$ cat src/rtl/funcionalidade_pkg.sv
// Shared encodings and constants for the function-code arbiter.
package funcionalidade_pkg;

    localparam int N_REQ = 7;
    localparam int CF_W  = 3;

    typedef enum logic [1:0] {
        S_IDLE  = 2'd0,
        S_GRANT = 2'd1,
        S_WAIT  = 2'd2,
        S_REL   = 2'd3
    } state_t;

    localparam logic [CF_W-1:0] CF_NONE = 3'd0;

    // Round-robin pointer step with wrap from the last requester back to A.
    function automatic logic [CF_W-1:0] wrap_inc(input logic [CF_W-1:0] v);
        return (v == CF_W'(N_REQ - 1)) ? '0 : v + 1'b1;
    endfunction

endpackage

$ cat src/rtl/seletor_round_robin.sv
// Combinational round-robin pick: first set request at or above ptr, wrapping past G to A.
module seletor_round_robin
    import funcionalidade_pkg::*;
(
    input  logic [N_REQ-1:0] req,
    input  logic [CF_W-1:0]  ptr,
    output logic             hit,
    output logic [CF_W-1:0]  idx
);

    logic [2*N_REQ-1:0] dbl;
    logic [N_REQ-1:0]   rot;
    logic [CF_W-1:0]    off;
    logic [CF_W:0]      sum;

    always_comb begin
        dbl = {req, req};
        // Rotate so that bit 0 of rot is requester ptr; ptr is always below N_REQ.
        rot = N_REQ'(dbl >> ptr);
        hit = |req;
        off = '0;
        for (int i = N_REQ - 1; i >= 0; i--) begin
            if (rot[i]) off = CF_W'(i);
        end
        sum = {1'b0, ptr} + {1'b0, off};
        idx = (sum >= (CF_W+1)'(N_REQ)) ? CF_W'(sum - (CF_W+1)'(N_REQ)) : sum[CF_W-1:0];
    end

endmodule

$ cat src/rtl/arbitro_codificador_funcionalidade.sv
// Round-robin arbiter sharing the 3-bit function code between requesters A..G.
// Optional forced-release timeout is compiled in with ARB_TIMEOUT_EN.
//
// state   | meaning
// S_IDLE  | no grant; scanning req from ptr
// S_GRANT | one cycle; code and start pulse are registered out
// S_WAIT  | code held until done (or timeout when enabled)
// S_REL   | one cycle; code cleared, ptr advanced past granted requester
module arbitro_codificador_funcionalidade
    import funcionalidade_pkg::*;
#(
    parameter int HOLD_MAX = 15,
    parameter int TW       = 4
) (
    input  logic             clk,
    input  logic             rst,
    input  logic [N_REQ-1:0] req,
    input  logic             done,
    output logic [CF_W-1:0]  cf,
    output logic             cf_valid,
    output logic             start,
    output logic [N_REQ-1:0] grant,
    output logic             busy,
    output logic             timeout_err
);

    state_t          state, state_nxt;
    logic [CF_W-1:0] idx_q, ptr_q, sel_idx;
    logic            sel_hit;
    logic            timeout_hit;

    seletor_round_robin u_sel (
        .req (req),
        .ptr (ptr_q),
        .hit (sel_hit),
        .idx (sel_idx)
    );

`ifdef ARB_TIMEOUT_EN
    logic [TW-1:0] hold_cnt;

    // Counter holds the number of completed WAIT cycles, so HOLD_MAX-1 marks the last allowed one.
    assign timeout_hit = (state == S_WAIT) && !done && (hold_cnt == TW'(HOLD_MAX - 1));

    always_ff @(posedge clk) begin
        if (rst) begin
            hold_cnt    <= '0;
            timeout_err <= 1'b0;
        end else begin
            if (state == S_GRANT) hold_cnt <= '0;
            else if (state == S_WAIT) hold_cnt <= hold_cnt + 1'b1;
            if (timeout_hit) timeout_err <= 1'b1;
        end
    end
`else
    assign timeout_hit = 1'b0;
    assign timeout_err = 1'b0;
`endif

    always_comb begin
        state_nxt = state;
        case (state)
            S_IDLE:  if (sel_hit) state_nxt = S_GRANT;
            S_GRANT: state_nxt = S_WAIT;
            S_WAIT:  if (done || timeout_hit) state_nxt = S_REL;
            S_REL:   state_nxt = S_IDLE;
            default: state_nxt = S_IDLE;
        endcase
    end

    // Outputs are registered from the current state, so they trail the state by one cycle.
    always_ff @(posedge clk) begin
        if (rst) begin
            state    <= S_IDLE;
            idx_q    <= '0;
            ptr_q    <= '0;
            cf       <= CF_NONE;
            cf_valid <= 1'b0;
            start    <= 1'b0;
            grant    <= '0;
            busy     <= 1'b0;
        end else begin
            state <= state_nxt;
            if (state == S_IDLE && sel_hit) idx_q <= sel_idx;
            if (state == S_REL) ptr_q <= wrap_inc(idx_q);
            start    <= (state == S_GRANT);
            cf_valid <= (state == S_GRANT) || (state == S_WAIT);
            cf       <= ((state == S_GRANT) || (state == S_WAIT)) ? idx_q + 1'b1 : CF_NONE;
            grant    <= ((state == S_GRANT) || (state == S_WAIT)) ? N_REQ'(1) << idx_q : '0;
            busy     <= (state != S_IDLE);
        end
    end

endmodule

$ cat config.mk
export PLATFORM = sky130hd
export DESIGN_NAME = arbitro_codificador_funcionalidade
export DESIGN_NICKNAME = d
export VERILOG_FILES = /design/src/rtl/funcionalidade_pkg.sv /design/src/rtl/seletor_round_robin.sv /design/src/rtl/arbitro_codificador_funcionalidade.sv
export SDC_FILE = /design/constraint.sdc
export NUM_CORES = 1
export LEC_CHECK = 0
export ABC_AREA = 1
export CORE_MARGIN = 8
export CORE_UTILIZATION = 52
export DETAILED_ROUTE_END_ITERATION = 10
export GPL_TIMING_DRIVEN = 0
export PLACE_DENSITY_LB_ADDON = 0.05
export SYNTH_ARGS = -nofsm -noshare
export SYNTH_HDL_FRONTEND = slang
export SYNTH_SLANG_ARGS = --single-unit
$ cat constraint.sdc
create_clock -name clk -period 3.63 [get_ports clk]
set_clock_uncertainty 0.1 [all_clocks]
set_input_delay 0.363 -clock clk [delete_from_list [all_inputs] [get_ports clk]]
set_output_delay 0.363 -clock clk [all_outputs]
set_load 0.05 [all_outputs]
After elaboration in Yosys (flattened, before gate mapping)

Cells that the tools add are included.

Bitwise gates (word level): 1
Equal/unequal tests: 6
Shift operators: 2
Order comparisons: 1
Reductions and logical operators: 7
Mux-type cells: 12
Add/sub/neg operators: 3

Operators with widths:

| operator                                                           | number |
|---|---|
| 2-to-1 mux 3 bit                                                   | 9 |
| >> shifter 14 x 3 -> 7 bit                                         | 1 |
| case mux 2 bit (4 select lines)                                    | 1 |
| OR reduction 7 bit                                                 | 1 |
| << shifter 1 x 3 -> 7 bit (first input constant)                   | 1 |
| adder 3 x 3 -> 4 bit                                               | 1 |
| equality test 2 bit (second input constant)                        | 2 |
| greater-or-equal comparator 4 x 3 -> 1 bit (second input constant) | 1 |
| 2-to-1 mux 2 bit                                                   | 2 |
| inequality test 2 bit (second input constant)                      | 2 |
| adder 3 x 1 -> 3 bit (second input constant)                       | 1 |
| equality test 3 bit (second input constant)                        | 1 |
| subtractor 3 bit (second input constant)                           | 1 |
| equality test 2 x 1 -> 1 bit (second input constant)               | 1 |
| logical NOT 2 bit                                                  | 1 |
| AND reduction 2 bit                                                | 1 |
| nonzero test 2 bit                                                 | 1 |
| OR reduction 2 bit                                                 | 1 |
| logical AND 1 bit                                                  | 1 |
| logical OR 1 bit                                                   | 1 |
| inverter 1 bit                                                     | 1 |

Bits in registers: 21
Word-level logic and storage cells: 40
Output and inout bits: 14
Input bits: 10

Logic depth before layout (Yosys ltp)

Gate-level depths: netlist (run 1).

Word-level depth: 11
Mapped depth: 23
Depth with buffers taken out: 22

By module

From an unflattened synthesis (run 1), not the netlist that was laid out.

Cell total of the unflattened synthesis: 192
Area, all modules: 1356.3 µm²

By module, submodules not included:

| module                             | area an instance (µm²) | instances | cells each | sequential area each (µm²) |
|---|---|---|---|---|
| arbitro_codificador_funcionalidade | 818.3                  | 1         | 96         | 420.4 |
| seletor_round_robin                | 538.0                  | 1         | 96         | 0.0 |

Least setup slack after synthesis (run 1)

No wires, ideal clock.

Path type: reg-to-reg
Start: register ptr_q[0]
End: register idx_q[1]
Library setup time: 0.064 ns
Stages on the path, launching flop included: 24
Slack: 1.015 ns
Data arrival time: 2.451 ns
Clock period less this slack: 2.615 ns
Required time: 3.466 ns
Path buffers: 1
Cells stage by stage: dfxtp_1 > buf_6 > inv_8 > nand2_1 > nand3_1 > nand2_1 > nand2_1 > nand2_2 > nand2_1 > nand2_1 > nand2_1 > a21oi_2 > ha_1 > inv_1 > fa_1 > inv_1 > ha_1 > inv_1 > nor2_1 > inv_1 > nand2_1 > o21ai_0 > nor2_1 > nor2_1

Word-level cells in the longest chain between the ends: 11
Elaborated cells between the ends (all ways): 12
Those cells by class: add/sub: 2; order compare: 1; shift: 1; mux: 8

Ends and longest elaborated chain:

| what                                                                           | line                                     | RTL |
|---|---|---|
| start, declared                                                                | arbitro_codificador_funcionalidade.sv:28 | `logic [CF_W-1:0] idx_q, ptr_q, sel_idx;` |
| start signal, assigned                                                         | arbitro_codificador_funcionalidade.sv:85 | `if (state == S_REL) ptr_q <= wrap_inc(idx_q);` |
| >> shifter 14 x 3 -> 7 bit                                                     | seletor_round_robin.sv:19                | `rot = N_REQ'(dbl >> ptr);` |
| 2-to-1 mux 3 bit (7 in a row)                                                  | seletor_round_robin.sv:23                | `if (rot[i]) off = CF_W'(i);` |
| adder 3 x 3 -> 4 bit (*)                                                       | seletor_round_robin.sv:25                | `sum = {1'b0, ptr} + {1'b0, off};` |
| greater-or-equal comparator 4 x 3 -> 1 bit or subtractor 3 bit (tied branches) | seletor_round_robin.sv:26                | `idx = (sum >= (CF_W+1)'(N_REQ)) ? CF_W'(sum - (CF_W+1)'(N_REQ)) : sum[CF_W-1:0];` |
| 2-to-1 mux 3 bit (*)                                                           | seletor_round_robin.sv:26                |  |
| end signal, assigned                                                           | arbitro_codificador_funcionalidade.sv:84 | `if (state == S_IDLE && sel_hit) idx_q <= sel_idx;` |
| end, declared                                                                  | arbitro_codificador_funcionalidade.sv:28 |  |

Every way passes the cells marked *; elsewhere a longest branch is shown, timed or not.
A chain may end at the register's enable or synchronous reset.

Worst setup path in the final report (run 1)

Start: input port req[5]
End: register idx_q[1]

Word-level cells in the longest chain between the ends: 11
Elaborated cells between the ends (all ways): 14
Those cells by class: add/sub: 2; order compare: 1; shift: 1; mux: 8; reduce/logical: 2

Ends and longest elaborated chain:

| what                                                                           | line                                     | RTL |
|---|---|---|
| start, declared                                                                | arbitro_codificador_funcionalidade.sv:17 | `input logic [N_REQ-1:0] req,` |
| >> shifter 14 x 3 -> 7 bit                                                     | seletor_round_robin.sv:19                |  |
| 2-to-1 mux 3 bit (7 in a row)                                                  | seletor_round_robin.sv:23                |  |
| adder 3 x 3 -> 4 bit                                                           | seletor_round_robin.sv:25                |  |
| greater-or-equal comparator 4 x 3 -> 1 bit or subtractor 3 bit (tied branches) | seletor_round_robin.sv:26                |  |
| 2-to-1 mux 3 bit                                                               | seletor_round_robin.sv:26                |  |

Parallel ways exist; a longest one is shown, timed or not.

==> qor.csv, run 1 <==
stage,metric,value,unit
run_status,status,"finished, final reports clean",
die,die-area,4510,um^2
logic_synthesis,ys_seq_area_share,30.9,%
die,rows,18,
critical_path,path_cells,clkdlybuf4s50_1 > nand2_1 > nand3_1 > nand3_1 > nand2_1 > nand2_1 > nand2_1 > nand2_1 > a21oi_2 > ha_1 > inv_1 > fa_1 > inv_1 > ha_1 > inv_1 > nor2_1 > inv_1 > nand2_1 > o21ai_0 > nor2_1 > nor2_1,
worst_hold_path,hp-class,in2reg,
critical_path,cp_max_fo,3,
global_route,grt_pass1_vias,1256,
die,io_pins,24,
logic_synthesis,yosysMostFrequentCell,nand2_1,
logic_synthesis,syn_area_per_cell,7.02,um^2
timing,grt_setup_unrepaired,false,
clock_tree,cts.path.max_buffers,2,
logic_synthesis,syn_area,1360,um^2
clock_tree,worstSkewPairLatency,290,ps
logic_synthesis,synth_edf_count,0,
critical_path,r2r_slack,670,ps
timing,tns,0,ps
global_route,track_usage,13.5,%
pwr,power_leakage,0.767,nW
logic_synthesis,yosys_warnings,0,
placement,io_buffers,21,
logic_synthesis,synth_cells,194,
clock_tree,cts_max_level,1,
global_route,grt_first_pass_wirelength,4.86,mm
critical_path,cp.required,3770,ps
timing,maxSlewViolCount,0,
logic_synthesis,yosys_most_used_dff,dfxtp_1,
final_layout,num-nets-final,243,
pwr,power_density,663,nW/um^2
logic_synthesis,synth_top_cell_area_share,30.9,%
logic_synthesis,synth_top_area_cell,dfxtp_1,
route,vias,1259,
critical_path,cp-endpoint,idx_q[1],
clock_tree,cts.sinks,21,
logic_synthesis,synth.distinct_cells,30,
critical_path,r2r_end,idx_q[1],
critical_path,critPathLaunchType,primary input,
critical_path,max_stage_delay,540,ps
timing,worstMarginPinSlew,511,ps
clock_tree,post_cts_resized,0,
critical_path,worstSetupStartpoint,req[5],
die,start_util,55.0,%
timing,hold_viol_final,0,
critical_path,reg2reg_depth,23,
clock_tree,cts_tree,done,
global_route,grt_max_degree,12,
route,antenna_left,0,
route,post-route-drc-count,0,
critical_path,timing.rr.start,ptr_q[0],
logic_synthesis,synth_fp_nets,217,
die,dieWidth,67.2,um
final_layout,areaGrowthSynthToFinish,20.1,%
die,die_h,67.2,um
route,dr.pass1.iters,4,
timing,fin_ws,633,ps
logic_synthesis,synth_common_cells,"nand2_1, inv_1, dfxtp_1",
route,drt-total-wl,2.82,mm
critical_path,end_kind,flop,
critical_path,path_class,in2reg,
flow_run,cap_violations,0,
clock_tree,cts_hold_buffers,0,
route,drt_iter0_drc,64,
timing,layout_min_cycle_time,3000,ps
route,wire_per_inst,11.3,um
timing,setup_violations,0,
final_layout,fillers,218,
timing,max-slew-margin-rel,65.8,%
final_layout,finalNonFillerCells,249,
clock_tree,cts_root_buf,clkbuf_4,
timing,fmax,0.334,GHz
critical_path,critPathSlowestCell,clkdlybuf4s50_1,
critical_path,cp_common_cell,nand2_1,
placement,dp_hpwl,2.41,mm
timing,fin_crit_sh,82.6,%
logic_synthesis,synthArstFlopShare,0,%
clock_tree,cts_buffers,3,
die,coreArea,2480,um^2
placement,gp_congestion,0.818,
final_layout,drive_gt1_share,13.2,%
critical_path,cp_data_arrival_time,3130,ps
final_layout,antennaDiodeCount,0,
placement,pre_cts_slack,370,ps
placement,dp.cells,245,
global_route,overflow,0,
clock_tree,cts_setup_buffers,0,
route,via_per_inst,5.06,
clock_tree,clkTransAtPathRegs,110,ps
logic_synthesis,synth_area_leaders,"dfxtp_1, nand2_1, ha_1",
placement,dpl-instance-area,1610,um^2
final_layout,fin_area,1640,um^2
pwr,ir_worst_vdd,0.000646,V
global_route,antenna_found_initial,0,
logic_synthesis,synth-seq-cells,21,
[cells in the final DEF, fill, tap and decap left out, types with 2 or more instances in the layout]
cell type / count
nand3_1: 16
buf_6: 2
nand3_2: 3
inv_2: 2
nor2_1: 20
inv_1: 24
nand2_2: 9
a21oi_1: 9
o21ai_0: 7
nor3_1: 2
ha_1: 12
dfxtp_1: 21
nand2_1: 48
clkdlybuf4s50_1: 21
clkbuf_4: 4
a21oi_2: 3
[area by class of cell]
type                    count  area, um^2  share of cell area (%)
plain buffers               5        42.5                    2.60
inverters                  27         109                    6.65
well taps                  30        37.5                    2.29
flip-flops and latches     21         420                    25.7
clock buffers               4        26.3                    1.61
multi-input cells         141         791                    48.3
repair buffers             21         210                    12.8
[through the flow]
step / util [%] / hold slack (ps) / total power, W
after global routing: 66.1 / 237 / 0.00118
after floorplan: - / 341 / 0.000816
final: 66.1 / 240 / 0.00108
after detailed placement: 65.0 / 380 / 0.000982
after global placement: 65.0 / 373 / 0.000963
after CTS: 66.1 / 244 / 0.00109
[state kept, by name, summed over array words and instances (netlist names)]
signal    flops
cf            3
busy          1
grant         7
idx_q         3
start         1
ptr_q         3
state         2
cf_valid      1
[critical path, delay by kind of cell]
family / cells / cell delay (ps)
compound gates: 2 / 280
fa+ha+maj: 3 / 870
buf+inv: 5 / 780
simple gates: 11 / 840
[power breakdown]
group | switching, W | internal [W] | leakage, nW
Clock | 0.0000632 | 0.0000428 | 0.0150
Combinational | 0.000416 | 0.000224 | 0.580
Sequential | 0.0000423 | 0.000297 | 0.172
[worst min path at each step]
stage | depth (start not counted) | end | slack (ps) | startpoint
2_1_floorplan | 1 | cf[0] | 340 | idx_q[0]
3_3_place_gp | 1 | cf[0] | 370 | idx_q[0]
3_5_place_dp | 1 | cf[0] | 380 | idx_q[0]
4_1_cts | 2 | ptr_q[0] | 240 | rst
5_1_grt | 2 | ptr_q[0] | 240 | rst
6_report | 2 | state[1] | 240 | rst
[per-layer routing]
layer | global-route usage [%] | vias up | share of wire, %
met2 | 26.6 | 24 | 54
met5 | 0 | - | 0
met1 | 12.5 | 571 | 40
li1 | - | 659 | -
met4 | 6.01 | 0 | 1.2
met3 | 3.64 | 5 | 4.8
[kinds of logic after synthesis]
kind of cell	synth area share [%]
buf+inv	11.1
simple gates	34.6
xor+xnor	1.29
other cells	0.275
flops	30.9
compound gates	9.37
fa+ha+maj	12.5
(Power assumes the default switching activity.)
==> inputs of run 2 (changes only) <==
- CORE_UTILIZATION: 52 -> 47
- clock period: 3.63 -> 2.75 ns (I/O delays scaled with it)
==> run 2 against run 1 <==
Routed wire length grew 15%. Die area grew 8.0%. Count of clock-buffer cells in the layout shrank 1. Sequential share of layout area shrank 2.6 points. Highest routed layer unchanged. Cell count grew 4.4%. The flow now finishes with violations (negative setup slack). Setup slack lost 760 ps. Core utilization grew 0.41 points. Largest power group unchanged.
==> qor.csv, run 2 (synthesized netlist as in run 1, its figures left out) <==
stage,metric,value,unit
global_route,grt_first_pass_wirelength,5.64,mm
critical_path,critPathLaunchType,flop,
global_route,grt_pass1_vias,1339,
route,post-route-drc-count,0,
critical_path,cp.required,2830,ps
timing,fin_ws,-125,ps
critical_path,r2r_end,idx_q[2],
clock_tree,cts.sinks,21,
final_layout,final_cell_mix,"nand2_1, inv_1, dfxtp_1",
critical_path,r2r_slack,-130,ps
critical_path,cp_data_arrival_time,2960,ps
timing,setup_violations,3,
placement,gp_congestion,0.881,
final_layout,areaGrowthSynthToFinish,34.5,%
die,io_pins,24,
pwr,power_density,851,nW/um^2
global_route,antenna_found_initial,0,
die,coreArea,2760,um^2
timing,fin_crit_sh,105,%
pwr,power_leakage,0.856,nW
timing,max-slew-margin-rel,65.4,%
clock_tree,cts.path.max_buffers,2,
critical_path,path_class,reg2reg,
placement,dpl-instance-area,1610,um^2
flow_run,cap_violations,0,
global_route,grt_max_degree,13,
critical_path,reg2reg_depth,21,
timing,worstMarginPinSlew,517,ps
final_layout,largest_reg_flops,7,
critical_path,worstSetupStartpoint,ptr_q[0],
pwr,ir_worst_vdd,0.000577,V
route,via_per_inst,5.05,
placement,dp_hpwl,2.45,mm
die,dieWidth,69.8,um
pwr,total_power,0.00156,W
critical_path,cp_max_fo,7,
final_layout,fin_area,1830,um^2
clock_tree,cts_root_buf,clkbuf_4,
placement,io_buffers,21,
worst_hold_path,hold_path.startpoint,rst,
global_route,track_usage,13.3,%
route,drt_iter0_drc,45,
critical_path,cp-endpoint,idx_q[2],
route,antenna_left,0,
clock_tree,cts_tree,done,
run_status,status,"finished, violations left",
timing,layout_min_cycle_time,2880,ps
global_route,overflow,0,
clock_tree,worstSkewPairLatency,300,ps
die,rows,19,
worst_hold_path,hp-class,in2reg,
timing,fmax,0.348,GHz
final_layout,final_common_cell,nand2_1,
final_layout,num-nets-final,253,
clock_tree,cts_buffers,3,
clock_tree,clkTransAtPathRegs,110,ps
route,drt-total-wl,3.25,mm
run_status,violations,negative setup slack,
final_layout,antennaDiodeCount,0,
route,vias,1314,
timing,hold_viol_final,0,
timing,maxSlewViolCount,0,
final_layout,drive_gt1_share,29.3,%
final_layout,largest-register,grant,
clock_tree,cts_max_level,1,
critical_path,timing.rr.start,ptr_q[0],
timing,grt_setup_unrepaired,true,
die,die-area,4880,um^2
die,start_util,49.4,%
route,dr.pass1.iters,4,
die,die_h,69.8,um
critical_path,end_kind,flop,
route,wire_per_inst,12.5,um
[run 2: cell types whose count changed in the layout (fill, tap and decap cells not counted), moves of 3 or more]
| cell | delta |
|---|---|
| buf_4 | +9 |
| nand2_1 | -8 |
| nand3_1 | -8 |
| nand3_2 | +6 |
| nand2_2 | +5 |
| clkdlybuf4s50_1 | -4 |
| dlygate4sd2_1 | +3 |
| inv_1 | -3 |
| nand2_4 | +3 |
[run 2: power breakdown]
part	internal (W)	total [W]	switching, W
Sequential	0.000393	0.000448	0.0000548
Clock	0.0000542	0.000143	0.0000891
Combinational	0.000361	0.000968	0.000607
Total	0.000808	0.00156	0.000751
[run 2: how the worst min path moves through the flow]
stage | to | cells after the start
floorplan | cf[0] | 1
global placement | cf[0] | 1
detailed placement | cf[0] | 1
CTS | ptr_q[2] | 2
global route | ptr_q[0] | 2
finish | ptr_q[0] | 2
[run 2: final cells by class]
type | instances | area, um^2
fill | 252 | 925
multi-input combinational | 141 | 903
sequential | 21 | 423
timing repair buffer | 31 | 282
inverter | 27 | 116
buffer | 5 | 42.5
tap | 31 | 38.8
clock buffer | 3 | 22.5
clock inverter | 1 | 5.00
[run 2: metal layers]
metal,wire length (um),vias to the layer above,share of wire [%],GRT usage (%)
met4,32,0,0.98,4.02
met1,1290,605,40,14.1
met2,1810,25,55,25.5
met5,0,-,0,0
met3,128,6,3.9,2.43
li1,-,678,-,-
[run 2: worst max-delay path, cell delays in order, from the launching register on]
cell,delay (ps)
dfxtp_2,340
buf_6,130
inv_8,90
nand2_2,60
nand3_1,120
nand3_2,100
nand2_2,90
nand2_1,50
nand2_1,50
nand2_1,60
a21oi_2,140
ha_2,210
inv_2,40
fa_1,470
inv_1,80
ha_2,160
inv_2,50
nor2_4,110
inv_2,50
buf_4,120
nand2_1,60
a21oi_1,60
[run 2: repair_timing]
| action | in CTS | in global routing |
|---|---|---|
| cloned | 1 | 0 |
| resized for setup | 29 | 12 |
| pin swaps | 12 | 12 |
| setup buffers | 6 | 3 |
| hold buffers | 0 | 0 |
| endpoints found under the setup margin | 3 | 3 |
[run 2: per-stage QoR]
| stage | hold slack [ps] | std cells | util, % | worst slack [ps] | setup TNS [ps] |
|---|---|---|---|---|---|
| floorplan | 341 | 194 | - | 135 | 0 |
| global placement | 376 | 246 | 58.4 | -351 | -881 |
| detailed placement | 378 | 246 | 58.4 | -428 | -1090 |
| CTS | 145 | 257 | 64.0 | -78.5 | -167 |
| global route | 147 | 260 | 66.5 | -336 | -997 |
| finish | 158 | 260 | 66.5 | -125 | -342 |
==> inputs of run 3 (changes only) <==
- CAP_MARGIN: unset -> 10
- CORE_UTILIZATION: 47 -> 56
- DONT_BUFFER_PORTS: unset -> 1
- SLEW_MARGIN: unset -> 20
==> run 3 against run 2 <==
Highest routed layer unchanged. Sequential cell count unchanged. Global-route usage up 0.62 points. Non-clock buffer count is 24 lower. Sequential power is 38% higher. First-iteration DRC count rose by 51%. Maximum frequency up 2.6%. Final area shrank 14%. The flow still finishes with violations (negative setup slack). Count of clock-buffer cells in the layout increased by 1. Register-to-register slack improved by 70 ps.
==> qor.csv, run 3 (synthesized netlist as in run 1, its figures left out) <==
stage,metric,value,unit
run_status,status,"finished, violations left",
run_status,violations,negative setup slack,
critical_path,cp_data_arrival_time,2900,ps
critical_path,path_class,reg2reg,
die,coreArea,2390,um^2
critical_path,r2r_slack,-50,ps
worst_hold_path,hp-class,in2reg,
placement,pre_cts_slack,-130,ps
pwr,power_leakage,0.747,nW
clock_tree,cts_buffers,3,
timing,fin_ws,-51.1,ps
clock_tree,cts.path.max_buffers,2,
route,dr.pass1.iters,4,
timing,fin_crit_sh,102,%
global_route,overflow,0,
critical_path,cp_max_fo,7,
route,post-route-drc-count,0,
pwr,clkPwrFrac,10.4,%
worst_hold_path,min_path_cells,2,
critical_path,max_stage_delay,480,ps
route,vias,1184,
timing,fmax,0.357,GHz
pwr,p_sw,0.000707,W
die,io_pins,24,
pwr,power_density,905,nW/um^2
timing,hold_viol_final,0,
pwr,p_int,0.000712,W
final_layout,largest-register,grant,
critical_path,critPathLaunchType,flop,
critical_path,path_cells,buf_6 > inv_8 > nand2_2 > nand3_2 > nand3_1 > nand2_2 > nand2_1 > nand2_1 > nand2_1 > a21oi_2 > ha_2 > inv_2 > fa_1 > inv_1 > ha_2 > inv_2 > nor2_4 > inv_2 > nand2_2 > o21ai_2 > nor2_1 > nor2_1,
clock_tree,cts.sinks,21,
timing,tns,-81.7,ps
final_layout,final_common_cell,nand2_1,
route,drt_iter0_drc,68,
timing,setup_violations,2,
final_layout,final_cell_mix,"nand2_1, inv_1, dfxtp_1",
critical_path,critPathSlowestCell,fa_1,
final_layout,areaGrowthSynthToFinish,15.1,%
global_route,track_usage,13.9,%
route,drt-total-wl,2.76,mm
clock_tree,cts_tree,done,
critical_path,reg2reg_depth,22,
final_layout,antennaDiodeCount,0,
route,antenna_left,0,
global_route,grt_pass1_vias,1205,
clock_tree,cts_root_buf,clkbuf_4,
pwr,total_power,0.00142,W
timing,maxSlewViolCount,0,
route,wire_per_inst,11.7,um
placement,dp_hpwl,2.11,mm
final_layout,finalNonFillerCells,235,
flow_run,cap_violations,0,
critical_path,timing.rr.start,ptr_q[0],
global_route,grt_max_degree,12,
final_layout,largest_reg_flops,7,
die,die_h,65.3,um
timing,holdWs,144,ps
final_layout,fillers,217,
pwr,ir_worst_vdd,0.000864,V
clock_tree,cts_max_level,1,
worst_hold_path,hold_path.startpoint,rst,
critical_path,r2r_end,idx_q[1],
final_layout,drive_gt1_share,27.3,%
timing,grt_setup_unrepaired,true,
die,die-area,4270,um^2
route,via_per_inst,5.04,
worst_hold_path,worstHoldEndpoint,ptr_q[0],
global_route,antenna_found_initial,0,
placement,dp.cells,224,
clock_tree,clkTransAtPathRegs,120,ps
die,start_util,57.1,%
die,dieWidth,65.3,um
global_route,grt_first_pass_wirelength,4.95,mm
timing,layout_min_cycle_time,2800,ps
critical_path,cp.required,2850,ps
final_layout,multiInputGateArea,872,um^2
placement,io_buffers,0,
critical_path,end_kind,flop,
die,rows,18,
final_layout,num-nets-final,229,
pwr,swShare,49.8,%
clock_tree,worstSkewPairLatency,300,ps
pwr,comb_power_share,46.1,%
final_layout,final-seq-area,423,um^2
placement,gp_congestion,0.877,
pwr,p_seq_share,43.5,%
run 3: what timing repair did:
action | 4_1_cts | 5_1_grt
endpoints found under the setup margin | 3 | 3
hold buffers | 0 | 0
hold endpoints to repair | 0 | 0
buffers inserted | 4 | 2
pin swaps | 17 | 9
cloned | 1 | 0
resized for setup | 20 | 9
run 3: per-layer routing:
layer	wire, um	global-route usage [%]	share of wire (%)	vias up
li1	-	-	-	629
met1	1240	15.2	45	526
met2	1330	25.3	48	27
met3	180	4.93	6.5	2
met4	10	2.72	0.36	0
met5	0	0	0	-
run 3: layout make-up:
type	count	area share, %
plain buffers	5	2.71
clock buffers	4	1.68
inverters	27	7.42
multi-input cells	141	55.6
flip-flops and latches	21	27.0
well taps	30	2.39
repair buffers	7	3.19
run 3: power groups by stage:
stage / registers (W) / logic [W] / clock network (W)
5_1_grt: 0.000628 / 0.000756 / 0.000162
4_1_cts: 0.000622 / 0.000621 / 0.000153
3_5_place_dp: 0.000628 / 0.000558 / 0
6_report: 0.000617 / 0.000654 / 0.000148
2_1_floorplan: 0.000610 / 0.000467 / 0
3_3_place_gp: 0.000628 / 0.000541 / 0
run 3: worst max-delay path, delay by kind of cell, from the launching register on:
| family | cells | cell delay (ps) |
|---|---|---|
| AND/OR/NAND/NOR | 11 | 800 |
| adder cells (fa/ha/maj) | 3 | 830 |
| flip-flops | 1 | 350 |
| AO/OA/AOI/OAI | 2 | 180 |
| buffers and inverters | 6 | 440 |
run 3: how the worst max path moves through the flow:
stage	start	endpoint	slack [ps]	depth (start not counted)
after detailed placement	ptr_q[0]	idx_q[1]	-130	23
after global placement	ptr_q[0]	idx_q[1]	-90	23
after global routing	ptr_q[0]	idx_q[1]	-270	22
after floorplan	ptr_q[0]	idx_q[1]	130	23
final	ptr_q[0]	idx_q[1]	-50	22
after CTS	ptr_q[0]	idx_q[1]	-80	23
run 3: through the flow:
| step | instance area [um^2] | utilization [%] |
|---|---|---|
| final | 1570 | 65.7 |
| after floorplan | 1360 | - |
| after global routing | 1570 | 65.7 |
| after global placement | 1400 | 58.6 |
| after CTS | 1520 | 63.6 |
| after detailed placement | 1400 | 58.6 |
